===== src/rtl/uart_rx_deframer.sv =====
// 8N1 UART receive deframer: two-flop synchroniser, 16x oversampling tick,
// 2-of-3 majority vote around mid-bit, good-byte and framing-error strobes.
module uart_rx_deframer (
  input  logic       clk,
  input  logic       reset,
  input  logic       rx_bit,
  input  logic [7:0] freq_divider,
  output logic [7:0] data_out,
  output logic       data_valid,
  output logic       frame_err,
  output logic       busy
);

  typedef enum logic [2:0] {
    IDLE      = 3'd0,
    START     = 3'd1,
    DATA      = 3'd2,
    STOP      = 3'd3,
    WAIT_HIGH = 3'd4
  } state_e;

  logic [1:0] sync_q, sync_d;
  logic       rx_s;
  logic [7:0] div_cnt_q, div_cnt_d;
  logic       tick;
  state_e     state_q, state_d;
  logic [3:0] s_cnt_q, s_cnt_d;
  logic [2:0] bit_idx_q, bit_idx_d;
  logic [1:0] samp_q, samp_d;
  logic       vote;
  logic [7:0] shift_q, shift_d;
  logic [7:0] data_out_q, data_out_d;
  logic       data_valid_q, data_valid_d;
  logic       frame_err_q, frame_err_d;
  logic       busy_q, busy_d;

  assign rx_s = sync_q[1];

  always_comb begin
    sync_d = {sync_q[0], rx_bit};
    // >= rather than == so a lowered divider never waits for an 8-bit wrap
    tick      = (div_cnt_q >= freq_divider);
    div_cnt_d = tick ? 8'd0 : div_cnt_q + 8'd1;
    // samp_q holds the s_cnt==7 and s_cnt==8 samples; the third is live
    vote = (samp_q[0] & samp_q[1]) | (samp_q[0] & rx_s) | (samp_q[1] & rx_s);

    state_d      = state_q;
    s_cnt_d      = s_cnt_q;
    bit_idx_d    = bit_idx_q;
    samp_d       = samp_q;
    shift_d      = shift_q;
    data_out_d   = data_out_q;
    data_valid_d = 1'b0;
    frame_err_d  = 1'b0;

    if (tick) begin
      if (state_q == START || state_q == DATA || state_q == STOP) begin
        s_cnt_d = s_cnt_q + 4'd1;
        if (s_cnt_q == 4'd7) samp_d[0] = rx_s;
        if (s_cnt_q == 4'd8) samp_d[1] = rx_s;
      end
      case (state_q)
        IDLE: begin
          if (!rx_s) begin
            state_d = START;
            s_cnt_d = 4'd0;
          end
        end
        START: begin
          if (s_cnt_q == 4'd9 && vote) begin
            state_d = IDLE;
          end else if (s_cnt_q == 4'd15) begin
            state_d   = DATA;
            s_cnt_d   = 4'd0;
            bit_idx_d = 3'd0;
          end
        end
        DATA: begin
          if (s_cnt_q == 4'd9) shift_d[bit_idx_q] = vote;
          if (s_cnt_q == 4'd15) begin
            s_cnt_d = 4'd0;
            if (bit_idx_q == 3'd7) state_d = STOP;
            else bit_idx_d = bit_idx_q + 3'd1;
          end
        end
        STOP: begin
          // Leave at mid-stop so a back-to-back start bit is not missed
          if (s_cnt_q == 4'd9) begin
            if (vote) begin
              data_out_d   = shift_q;
              data_valid_d = 1'b1;
              state_d      = IDLE;
            end else begin
              frame_err_d = 1'b1;
              state_d     = WAIT_HIGH;
            end
          end
        end
        WAIT_HIGH: begin
          if (rx_s) state_d = IDLE;
        end
        default: state_d = IDLE;
      endcase
    end

    busy_d = (state_d != IDLE);
  end

  always_ff @(posedge clk) begin
    if (!reset) begin
      sync_q       <= 2'b11;
      div_cnt_q    <= 8'd0;
      state_q      <= IDLE;
      s_cnt_q      <= 4'd0;
      bit_idx_q    <= 3'd0;
      samp_q       <= 2'b00;
      shift_q      <= 8'd0;
      data_out_q   <= 8'd0;
      data_valid_q <= 1'b0;
      frame_err_q  <= 1'b0;
      busy_q       <= 1'b0;
    end else begin
      sync_q       <= sync_d;
      div_cnt_q    <= div_cnt_d;
      state_q      <= state_d;
      s_cnt_q      <= s_cnt_d;
      bit_idx_q    <= bit_idx_d;
      samp_q       <= samp_d;
      shift_q      <= shift_d;
      data_out_q   <= data_out_d;
      data_valid_q <= data_valid_d;
      frame_err_q  <= frame_err_d;
      busy_q       <= busy_d;
    end
  end

  assign data_out   = data_out_q;
  assign data_valid = data_valid_q;
  assign frame_err  = frame_err_q;
  assign busy       = busy_q;

endmodule


===== config.mk =====
export PLATFORM = sky130hd
export DESIGN_NAME = uart_rx_deframer
export DESIGN_NICKNAME = d
export VERILOG_FILES = /design/src/rtl/uart_rx_deframer.sv
export SDC_FILE = /design/constraint.sdc
export NUM_CORES = 1
export LEC_CHECK = 0
export ABC_AREA = 1
export CAP_MARGIN = 20
export CORE_MARGIN = 8
export CORE_UTILIZATION = 51
export CTS_CLUSTER_SIZE = 8
export DETAILED_ROUTE_END_ITERATION = 7
export GPL_TIMING_DRIVEN = 0
export PLACE_DENSITY = 0.75
export RECOVER_POWER = 25
export SETUP_SLACK_MARGIN = 0.05
export SKIP_CTS_REPAIR_TIMING = 1
export SKIP_LAST_GASP = 1
export SLEW_MARGIN = 20
export SYNTH_ARGS = -nofsm -noshare
export SYNTH_HDL_FRONTEND = slang
export SYNTH_SLANG_ARGS = --single-unit

===== constraint.sdc =====
create_clock -name clk -period 1.48 [get_ports clk]
set_input_delay 0.296 -clock clk [delete_from_list [all_inputs] [get_ports clk]]
set_output_delay 0.296 -clock clk [all_outputs]
set_load 0.01 [all_outputs]

==> summary.md <==
| Metric | Value |
|---|---|
| Outcome | `complete, but fails checks` |
| Violated checks | `setup timing` |
| Min cycle time layout | `1.673 ns` |
| Area growth from synthesis to layout | `36.22%` |
| Avg Cell Area, Syn | `7.089 µm²` |
| Worst path bufs/invs | `2` |
| Tcrit/Tclk final | `113.1%` |
| Later-pin clock latency in the skew report | `0.29 ns` |
| Slew headroom | `56.31%` |
| Initial antenna violation count | `0` |
| Commonest cells post-synth | `nand2_1, inv_1, dfxtp_1, nor2_1, nand3_1` |
| Max-slew violations | `0` |
| Synth top area share | `35.52%` |
| I/O pin cnt | `22` |
| Root Buffer | `clkbuf_8` |
| WP data required | `1.66 ns` |
| #FFs+latches synth | `41` |
| Synth area leader | `dfxtp_1` |
| Final ANT Viol Nets | `0` |
| Maximum achievable frequency | `597.6 MHz` |
| 1st-pass router iterations | `4` |
| Share of cells above drive strength 1 | `29.83%` |
| H-tree depth | `2` |
| DR vias/cell | `5.159` |
| Post-Syn Area | `2311 µm²` |
| Vias in the first global route | `1947` |
| Clk buf depth | `2` |
| Worst setup path category | `reg -> reg` |
| Crit. End Element | `register` |
| Asr flop ratio synth | `0%` |
| Most frequent cell after synthesis | `nand2_1` |
| Syn nets | `351` |
| Leakage Power | `1.559 nW` |
| Smallest setup slack after layout | `-0.1932 ns` |
| Arrival @ worst endpoint | `1.85 ns` |
| Reg2Reg Depth | `13` |
| Initial Utilization | `53.07%` |
| Buffers on Ports | `20` |
| Setup TNS | `-4.859 ns` |
| HPWL after DPL | `3368 µm` |
| Worst hold slack | `0.4180 ns` |
| Die area | `6941 µm²` |
| Die X | `83.32 µm` |
| Num CTS Buffers | `5` |
| Register area | `835.8 µm²` |
| # nets final | `386` |
| Clock Skew | `0.003994 ns` |
| Rows | `24` |
| Crit-path most repeated cell | `nand2_2` |
| Peak supply drop | `501.8 µV` |
| CP delay by family, top | `simple AND/OR/NAND/NOR gates` |
| Fin. Hold Viols | `0` |
| Critical path launch point type | `register` |
| Global-route wire length before repair | `8321 µm` |
| Fillers | `332` |
| RSZ-0062 raised after global routing | `true` |
| HP Class | `reg -> reg` |
| DR DRC count | `0` |
| Top post-synthesis cells by area | `dfxtp_1, nand2_1, inv_1` |
| CTS tree | `done` |
| Clock Sink Count | `41` |
| Sequential fraction of the synthesis area | `35.52%` |
| Cells after synthesis | `326` |
| Worst path cell trace | `inv_4, ha_4, nand2_2, nand3_2, nand2_1, nand2_1, nand2_2, nand2_8, buf_8, nand2_4, nand2_2, nand2_2, nand3_2` |
| CTS clk-pin slew, worst paths | `0.08 ns` |
| Post-synth EDFFs | `0` |
| Worst Tran Pin Value | `0.6553 ns` |
| Routed WL | `5290 µm` |
| Largest net degree at the start of global routing | `14` |
| PwrDens | `648.7 nW/µm²` |
| Per-cell routed wire length | `12.78 µm` |
| Worst Hold Depth | `1` |
| Critical path depth in cells | `13` |
| Starting DRC count in detailed routing | `135` |
| Yosys warns | `0` |
| Vias | `2136` |
| CP max FO | `7` |
| Core area | `4354 µm²` |
| Max-Cap Viols | `0` |
| GPL Wtd Cong | `0.8646` |
| Final setup viols | `39` |
| Layout Utilization | `72.30%` |
| Antenna Cells | `0` |
| Largest stage delay, worst path | `0.37 ns` |
| GRT Residual Overflow | `0` |
| Multi-input logic area | `1516 µm²` |
| Tot GR Track Use | `13.91%` |
| DP Worst Slack | `-0.6062 ns` |
| CP max-delay cell | `dfxtp_4` |
| Netlist cell types | `35` |
| Synth Flop Type | `dfxtp_1` |
| DIE HEIGHT | `83.32 µm` |
==> final timing paths <==
kind | slack [ns] | end | startpoint
worst max-delay path | -0.19 | busy | div_cnt_q[0]
worst min-delay path | 0.42 | sync_q[1] | sync_q[0]
worst max register to register | -0.19 | busy | div_cnt_q[0]
worst min register to register | 0.42 | sync_q[1] | sync_q[0]
==> logic make-up after synthesis <==
logic type,count (synthesis),share of synthesized area (%)
AOI/OAI and AO/OA,33,7.688
xor gates and xnor gates,5,1.895
adders and majority gates,14,7.580
buffers and inverters,66,11.48
DFF,41,35.52
and+or+nand+nor,167,35.84
==> layout make-up <==
type / instances / share of cell area [%]
buffer: 8 / 2.663
clock buffer: 5 / 2.186
clock inverter: 3 / 0.5564
inverter: 58 / 6.995
multi-input combinational: 220 / 48.17
sequential: 41 / 26.55
tap: 52 / 2.067
timing repair buffer: 27 / 10.81
==> state kept, by name, summed over array words and instances, names as in the netlist <==
register	count
data_out	8
samp_q	2
shift_q	8
state_q	3
frame_err	1
s_cnt_q	4
data_valid	1
sync_q	2
div_cnt_q	8
bit_idx_q	3
busy	1
==> per-layer routing <==
layer,track usage (%),vias to the layer above,wire length [µm]
li1,-,1105,-
met1,16.66,973,2366
met2,22.84,51,2606
met3,4.102,7,261
met4,5.112,0,55
met5,0,-,0
==> where the power goes <==
group	total (mW)	leakage [nW]	internal [mW]	switching, mW
registers	1.13	0.335	1.11	0.0124
clock network	0.713	0.0439	0.325	0.388
logic	0.202	1.18	0.0925	0.109
==> placed cells by master (no fill, tap or decap), types with 4 or more instances in the layout <==
cell            Yosys  final
dlymetal6s2s_1      0     16
clkbuf_8            0      5
o21ai_1            12      7
nand4_1            11     11
nand2_4             3      7
nor3_1             10      9
nand3_2             2     11
a21oi_2             1      8
a21oi_1            15      8
inv_2               4     11
nand2_1            61     50
dfxtp_1            41     33
ha_1               14      7
ha_4                0      7
dfxtp_2             0      6
nor2_2              4      8
buf_4               2      4
nand3_1            27     18
o21ai_2             0      6
inv_1              54     46
xor2_1              4      4
nand2_2             2      8
nor2_1             37     32
==> metrics by stage <==
step,total power [mW],cells,area [µm²]
floorplan,1.240,326,2332
global placement,1.285,398,2597
detailed placement,1.289,398,2597
CTS,1.995,406,2684
global route,2.125,414,3148
finish,2.042,414,3148
Power figures use the tool's default switching activity.
